**config.mk**
```make
export PLATFORM = sky130hd
export DESIGN_NAME = instruction_fetch
export DESIGN_NICKNAME = d
export VERILOG_FILES = /design/src/rtl/instruction_fetch_pkg.sv /design/src/rtl/instruction_fetch_buffer.sv /design/src/rtl/instruction_fetch.sv
export SDC_FILE = /design/constraint.sdc
export NUM_CORES = 1
export LEC_CHECK = 0
export ABC_CLOCK_PERIOD_IN_PS = 5350
export CORE_MARGIN = 2
export CORE_UTILIZATION = 40
export CTS_BUF_LIST = sky130_fd_sc_hd__clkbuf_4 sky130_fd_sc_hd__clkbuf_8
export CTS_CLUSTER_DIAMETER = 30
export DETAILED_ROUTE_END_ITERATION = 16
export GPL_ROUTABILITY_DRIVEN = 0
export GPL_TIMING_DRIVEN = 0
export PLACE_DENSITY = 0.77
export SYNTH_ARGS = -nofsm -noshare
export SYNTH_HDL_FRONTEND = slang
export SYNTH_SLANG_ARGS = --single-unit
```
**constraint.sdc**
```tcl
create_clock -name clk -period 5.35 [get_ports clk]
set_clock_uncertainty 0.1 [all_clocks]
set_input_delay 0.535 -clock clk [delete_from_list [all_inputs] [get_ports clk]]
set_output_delay 0.535 -clock clk [all_outputs]
set_load 0.02 [all_outputs]
```
**src/rtl/instruction_fetch_pkg.sv**
```systemverilog
// Shared definitions for the RV32I fetch stage.
//   fetch_state_e    : fetch FSM state encoding (issue / wait / drain / fault)
//   InstNop          : canonical NOP (addi x0, x0, 0) shown on an empty buffer after reset
//   AddrWDefault     : default PC / instruction-memory address width
//   is_word_aligned  : true when the two low PC bits are zero
package instruction_fetch_pkg;

  localparam int unsigned AddrWDefault = 32;
  localparam logic [31:0] InstNop      = 32'h0000_0013;

  typedef enum logic [1:0] {
    StIssue = 2'd0,
    StWait  = 2'd1,
    StDrain = 2'd2,
    StFault = 2'd3
  } fetch_state_e;

  function automatic logic is_word_aligned(input logic [1:0] low_bits);
    return low_bits == 2'b00;
  endfunction

endpackage

```
**src/rtl/instruction_fetch_buffer.sv**
```systemverilog
// One-entry valid/ready buffer holding {inst, inst_pc} for the decoder.
//   clk, resetb            : clock, synchronous active-low reset
//   load, load_inst/pc     : write a freshly fetched instruction (buffer is empty when this fires)
//   flush                  : drop the held instruction; wins over load
//   out_valid/out_ready    : downstream handshake; transfer on out_valid & out_ready
//   out_inst, out_pc       : held instruction and its PC, stable while stalled
module instruction_fetch_buffer
  import instruction_fetch_pkg::*;
#(
  parameter int unsigned       ADDR_W   = AddrWDefault,
  parameter logic [ADDR_W-1:0] RESET_PC = '0
) (
  input  logic              clk,
  input  logic              resetb,
  input  logic              load,
  input  logic [31:0]       load_inst,
  input  logic [ADDR_W-1:0] load_pc,
  input  logic              flush,
  input  logic              out_ready,
  output logic              out_valid,
  output logic [31:0]       out_inst,
  output logic [ADDR_W-1:0] out_pc
);

  logic              valid_q;
  logic [31:0]       inst_q;
  logic [ADDR_W-1:0] pc_q;

  always_ff @(posedge clk) begin
    if (!resetb) begin
      valid_q <= 1'b0;
      inst_q  <= InstNop;
      pc_q    <= RESET_PC;
    end else if (flush) begin
      // Payload is left as-is; only the valid bit matters once flushed.
      valid_q <= 1'b0;
    end else if (load) begin
      valid_q <= 1'b1;
      inst_q  <= load_inst;
      pc_q    <= load_pc;
    end else if (valid_q && out_ready) begin
      valid_q <= 1'b0;
    end
  end

  assign out_valid = valid_q;
  assign out_inst  = inst_q;
  assign out_pc    = pc_q;

endmodule

```
**src/rtl/instruction_fetch.sv**
```systemverilog
// Fetch stage of the RV32I softcore, feeding instruction_decoder.
// Holds the PC, issues single-outstanding word reads to instruction memory and hands
// {inst, inst_pc} to the decoder through a one-entry valid/ready buffer. Redirects from the
// branch/jump unit override everything; an in-flight read from the old path is drained and
// its data dropped.
//   clk, resetb                 : clock, synchronous active-low reset
//   imem_req, imem_addr         : read strobe and word address (the PC)
//   imem_rvalid, imem_rdata     : read response, >= 1 cycle after imem_req
//   redirect_valid, redirect_pc : load a new PC
//   inst_valid/ready, inst, inst_pc : decoder handshake and payload
//   fetch_misaligned            : last redirect target was not word aligned (sticky)
module instruction_fetch
  import instruction_fetch_pkg::*;
#(
  parameter int unsigned       ADDR_W   = AddrWDefault,
  parameter logic [ADDR_W-1:0] RESET_PC = '0
) (
  input  logic              clk,
  input  logic              resetb,
  output logic              imem_req,
  output logic [ADDR_W-1:0] imem_addr,
  input  logic              imem_rvalid,
  input  logic [31:0]       imem_rdata,
  input  logic              redirect_valid,
  input  logic [ADDR_W-1:0] redirect_pc,
  output logic              inst_valid,
  input  logic              inst_ready,
  output logic [31:0]       inst,
  output logic [ADDR_W-1:0] inst_pc,
  output logic              fetch_misaligned
);

  fetch_state_e      state_q;
  logic [ADDR_W-1:0] pc_q;
  logic              misaligned_q;
  logic              buf_load;
  logic              buf_drain;

  assign buf_drain = inst_valid & inst_ready;

  // Issue when the buffer is empty or emptying this cycle, so a draining slot refills
  // without a bubble. Gated by resetb so no request escapes while reset is held.
  assign imem_req = resetb & (state_q == StIssue) & ~redirect_valid &
                    (~inst_valid | buf_drain);

  // A redirect in the same cycle as the response makes that response stale.
  assign buf_load = (state_q == StWait) & imem_rvalid & ~redirect_valid;

  assign imem_addr        = pc_q;
  assign fetch_misaligned = misaligned_q;

  always_ff @(posedge clk) begin
    if (!resetb) begin
      state_q      <= StIssue;
      pc_q         <= RESET_PC;
      misaligned_q <= 1'b0;
    end else if (redirect_valid) begin
      pc_q <= redirect_pc;
      if (!is_word_aligned(redirect_pc[1:0])) begin
        state_q      <= StFault;
        misaligned_q <= 1'b1;
      end else begin
        misaligned_q <= 1'b0;
        // A response landing this very cycle closes the old request; otherwise drain it.
        if ((state_q == StWait || state_q == StDrain) && !imem_rvalid) begin
          state_q <= StDrain;
        end else begin
          state_q <= StIssue;
        end
      end
    end else begin
      unique case (state_q)
        StIssue: begin
          if (imem_req) state_q <= StWait;
        end
        StWait: begin
          if (imem_rvalid) begin
            pc_q    <= pc_q + ADDR_W'(4);
            state_q <= StIssue;
          end
        end
        StDrain: begin
          if (imem_rvalid) state_q <= StIssue;
        end
        StFault: ;
      endcase
    end
  end

  instruction_fetch_buffer #(
    .ADDR_W   (ADDR_W),
    .RESET_PC (RESET_PC)
  ) u_buffer (
    .clk       (clk),
    .resetb    (resetb),
    .load      (buf_load),
    .load_inst (imem_rdata),
    .load_pc   (pc_q),
    .flush     (redirect_valid),
    .out_ready (inst_ready),
    .out_valid (inst_valid),
    .out_inst  (inst),
    .out_pc    (inst_pc)
  );

  // Stray read data is dropped, but it points at a memory-side protocol problem.
  always_ff @(posedge clk) begin
    if (resetb && imem_rvalid) begin
      assert (state_q == StWait || state_q == StDrain)
        else $warning("imem_rvalid with no request outstanding (state %0d)", state_q);
    end
  end

endmodule

```
Yosys cells after proc, flatten, opt, wreduce, memory -nomap -nowiden
Cells that the tools add are included.
- output and inout port bits: 99
- input port bits: 69
- logic and storage cells: 48
- bits in registers: 100
- equal/unequal tests: 4
- add/subtract/negate cells: 1
- bitwise gates (word level): 10
- reduce and logical (&&, ||, !) cells: 15
- muxes and demuxes: 12
- operators by type and width (kind ; count):
    $mux 32 ; 3
    $add 32x3->32 const B ; 1
    $mux 2 ; 5
    $and 1x1->1 ; 6
    $reduce_bool 2->1 ; 3
    $logic_not 2->1 ; 2
    $pmux 2 s2 ; 1
    $reduce_and 2->1 ; 2
    $reduce_or 2->1 ; 2
    $mux 1 ; 3
    $ne 3x1->1 const B ; 1
    $ne 3x3->1 const B ; 1
    $not 1->1 ; 3
    $reduce_and 3->1 ; 1
    $reduce_bool 3->1 ; 1
    $eq 2x1->1 const B ; 1
    $eq 2x2->1 const B ; 1
    $logic_and 1x1->1 ; 2
    $logic_not 1->1 ; 1
    $logic_or 1x1->1 ; 1
    $or 1x1->1 ; 1

Logic depth before layout (Yosys ltp)
- depth after elaboration: 7
- gate-level depth with buffers: 7
- depth with buffers taken out: 7

Modules after synthesis
Synthesis repeated with hierarchy kept, for this count alone.
- cells, all modules: 526
- area, all modules: 4689.5 µm²
- modules (own cells, without submodules) (module ; times used ; area an instance (µm²) ; cells each):
    instruction_fetch_buffer ; 1 ; 2667.6 ; 282
    instruction_fetch ; 1 ; 2021.9 ; 244

Least setup slack after synthesis
No wires, ideal clock.
- kind: register -> register
- from: register pc_q[2] (netlist: imem_addr[2])
- to: register pc_q[20] (netlist: imem_addr[20])
- buffers on the path: 0
- arrival time: 1.642 ns
- slack: 3.491 ns
- data required time: 5.134 ns
- period minus slack after synthesis: 1.859 ns
- cell stages (with the launch flop): 7
- setup time: 0.116 ns
- cell sequence: dfxtp_1 ha_1 nand4_1 nor4_4 nand2_1 xnor2_1 o211a_1
- longest elaborated chain between the ends: 4
- ends and longest elaborated chain (element ; RTL line ; text):
    start: declaration ; instruction_fetch.sv:34 ; logic [ADDR_W-1:0] pc_q;
    start signal: assignment ; instruction_fetch.sv:58 ; pc_q <= redirect_pc;
    start signal: assignment ; instruction_fetch.sv:78 ; pc_q <= pc_q + ADDR_W'(4);
    $add 32x3->32 ; instruction_fetch.sv:78 ;
    $mux 32 ; instruction_fetch.sv:77 ; if (imem_rvalid) begin
    $mux 32 ; instruction_fetch.sv:72 ; unique case (state_q)
    $mux 32 ; instruction_fetch.sv:57 ; end else if (redirect_valid) begin
No other way between the ends. The select of a mux whose other input is x is not followed.
A chain may end at the register's enable or synchronous reset.

Worst setup path in the final report
- from: input redirect_valid
- to: output imem_req
- longest elaborated chain between the ends: 3
- ends and longest elaborated chain (element ; RTL line ; text):
    start: declaration ; instruction_fetch.sv:24 ; input logic redirect_valid,
    $not 1->1 (no line) ; -- ;
    $and 1x1->1 (2 in a row) ; instruction_fetch.sv:43 ; assign imem_req = resetb & (state_q == StIssue) & ~redirect_valid &
    end: declaration ; instruction_fetch.sv:20 ; output logic imem_req,
No other way between the ends.

==> metrics.txt <==
First-pass DRT Iterations=4; number of global-route vias before repair=3,978; Core Rows=37; # H-tree levels=3; Worst EP arrival=2400 ps; largest net degree at the start of global routing=18; CP endpoint kind=output pin; Congestion Overflow GR=0; Area Overhead vs Synth=47.88%; maxcap violations=0; Startpoint Class=input port; first-pass GRT wire length=19,380 µm; CP top delay family=buffers and inverters; final setup fails=0; Pwr Density=247.1 mW/mm²; hpwl dp=9093 µm; worst endpoint required time=4720 ps; crit path max-delay cell type=clkdlybuf4s50_1; CTS tree=built; CTS sink count=100; layout cell share with drive strength beyond 1=4.227%; Synth cell types=31; most frequent cells in the layout=167 x clkdlybuf4s50_1, 146 x nand2_1, 100 x dfxtp_1; WL per Instance=14.68 µm; antenna viol nets, final=0; Synthesized Nets=576; die area=0.01148 mm²; Slew @ Worst Pin=1085 ps; Peak supply drop=0.1430 mV; Setup WS post-layout=2318 ps; max-slew violation count=0; PostCTS Resize Cnt=0; Post-synth EDFFs=0; RSZ-0062 raised after global routing=no; Ant. Diodes=0; critical path's largest stage delay=620 ps; Total Wirelength=12,070 µm; Buf/Inv on CP=4; Boundary Pins=168; CTS Buf Count=9; clock root buffer=clkbuf_8; top achievable clock speed=0.3298 GHz; initial antenna violation count=0; Worst Path Class, Setup=input port to output pin; Worst slew margin=27.42%; type of the worst min-delay path=flop to flop; pre-CTS setup slack=2289 ps; width of the die=107.1 µm; Clock Latency Late Sink=370 ps; Port Buffers=167; commonest non-fill, non-tap cell in the layout=clkdlybuf4s50_1; final core utilization=60.94%; Leak Pwr=2.249 nW; # Post-CTS Setup Buffers=0; worst path cell trace=clkdlybuf4s50_1, inv_1, clkbuf_1, and4_1, clkdlybuf4s50_1; Synth Flop Type=dfxtp_1; Synth Instances=504; Core ar.=0.01032 mm²; Nets=754; Crit path top cell by count=clkdlybuf4s50_1; status=completed; Mean Syn Cell Area=8.441 µm²; Initial Util=41.21%; post-synthesis sequential area ratio=47.06%; asr flop ratio synth=0%; CP Max Fanout=10; vias per inst=5.004; Die Y-Extent=107.1 µm; vias=4,113; period utilization=56.67%; fill count=906; Longest Clk Path Bufs=2; Clock transition at path regs=100 ps; Hold Violations, Final=0; mapped cell area=0.004254 mm²; Ys Warns=0; fin crit period=3032 ps; DRC Markers=0; Post-CTS Hold Fix Bufs=0; flop and latch count out of synthesis=100; Sum Neg Setup Slack=0 ps; GR Util All Layers=21.17%; initial DRC count=123
final timing paths:
path / startpoint / end / slack, ps / depth (start not counted)
worst max-delay path: redirect_valid / imem_req / 2320 / 5
worst min-delay path: u_buffer.out_inst[15]$_SDFFE_PN0P_ / u_buffer.out_inst[15]$_SDFFE_PN0P_ / 360 / 2
worst max register to register: state_q[1]$_SDFFE_PN0P_ / u_buffer.out_pc[8]$_SDFFE_PN0P_ / 2790 / 7
worst min register to register: u_buffer.out_inst[15]$_SDFFE_PN0P_ / u_buffer.out_inst[15]$_SDFFE_PN0P_ / 360 / 2
metrics by stage:
step	power (mW)	hold slack, ps	instance area [µm²]	std cells
floorplan	0.9399	415.8	4254	504
global placement	1.075	341.5	6096	807
detailed placement	1.080	346.3	6096	807
CTS	1.567	359.4	6291	822
global route	1.625	378.6	6291	822
finish	1.554	357.2	6291	822
synth_stat cells (4+ instances only):
cell type / n / share of area, %
xnor2_1: 11 / 2.3
dfxtp_1: 100 / 47
nand3_1: 17 / 2.0
nor2_1: 5 / 0.44
inv_1: 4 / 0.35
nor2b_1: 4 / 0.59
and2_1: 5 / 0.74
and3_1: 8 / 1.2
nand4_1: 9 / 1.3
a21boi_1: 16 / 2.8
and4_1: 6 / 1.2
a21oi_1: 24 / 2.8
o21ai_0: 26 / 3.1
buf_2: 8 / 0.94
clkbuf_1: 23 / 2.0
mux2i_1: 5 / 1.2
nand2_1: 146 / 13
nand2b_1: 5 / 0.74
a21boi_0: 45 / 7.9
o211a_1: 5 / 1.2
xor2_1: 18 / 3.7
state kept, by name, indices dropped and copies added (netlist names):
register / flops
u_buffer.out_pc: 32
fetch_misaligned: 1
state_q: 2
u_buffer.out_inst: 32
imem_addr: 32
u_buffer.out_valid: 1
final cells by class:
type / instances / area (µm²) / area share, %
Clock inverter: 6 / 71.32 / 1.134
Tap cell: 136 / 170.2 / 2.705
Clock buffer: 9 / 123.9 / 1.969
Inverter: 4 / 15.01 / 0.2387
Timing Repair Buffer: 167 / 1672 / 26.57
Multi-Input combinational cell: 368 / 2107 / 33.49
Sequential cell: 100 / 2002 / 31.82
Buffer: 32 / 130.1 / 2.068
worst register-to-register path: stages (launching register included):
cell and delay (ps):
dfxtp_1 330, inv_1 80, ha_1 270, nand2_1 220, nor2_1 870, buf_2 370, nand2_1 70, a21boi_0 180
metal layers:
| metal | vias up | part of all wire, % | track usage (%) |
|---|---|---|---|
| li1 | 2050 | - | - |
| met1 | 1915 | 44 | 26.81 |
| met2 | 131 | 47 | 35.08 |
| met3 | 17 | 7.4 | 6.261 |
| met4 | 0 | 1.7 | 5.659 |
| met5 | - | 0 | 0 |
where the power goes:
part           switching, mW  total, mW  internal, mW
sequential            0.0345      0.809         0.774
combinational          0.120      0.254         0.134
clock                  0.273      0.491         0.219
total                  0.427       1.55          1.13
cells by family after synthesis:
group,synth area share (%)
xor gates and xnor gates,5.971
muxes,1.177
AOI/OAI and AO/OA,18.21
DFF,47.06
and+or+nand+nor,23.29
adders and majority gates,0.8824
buffers and inverters,3.412
(Power assumes the default switching activity.)
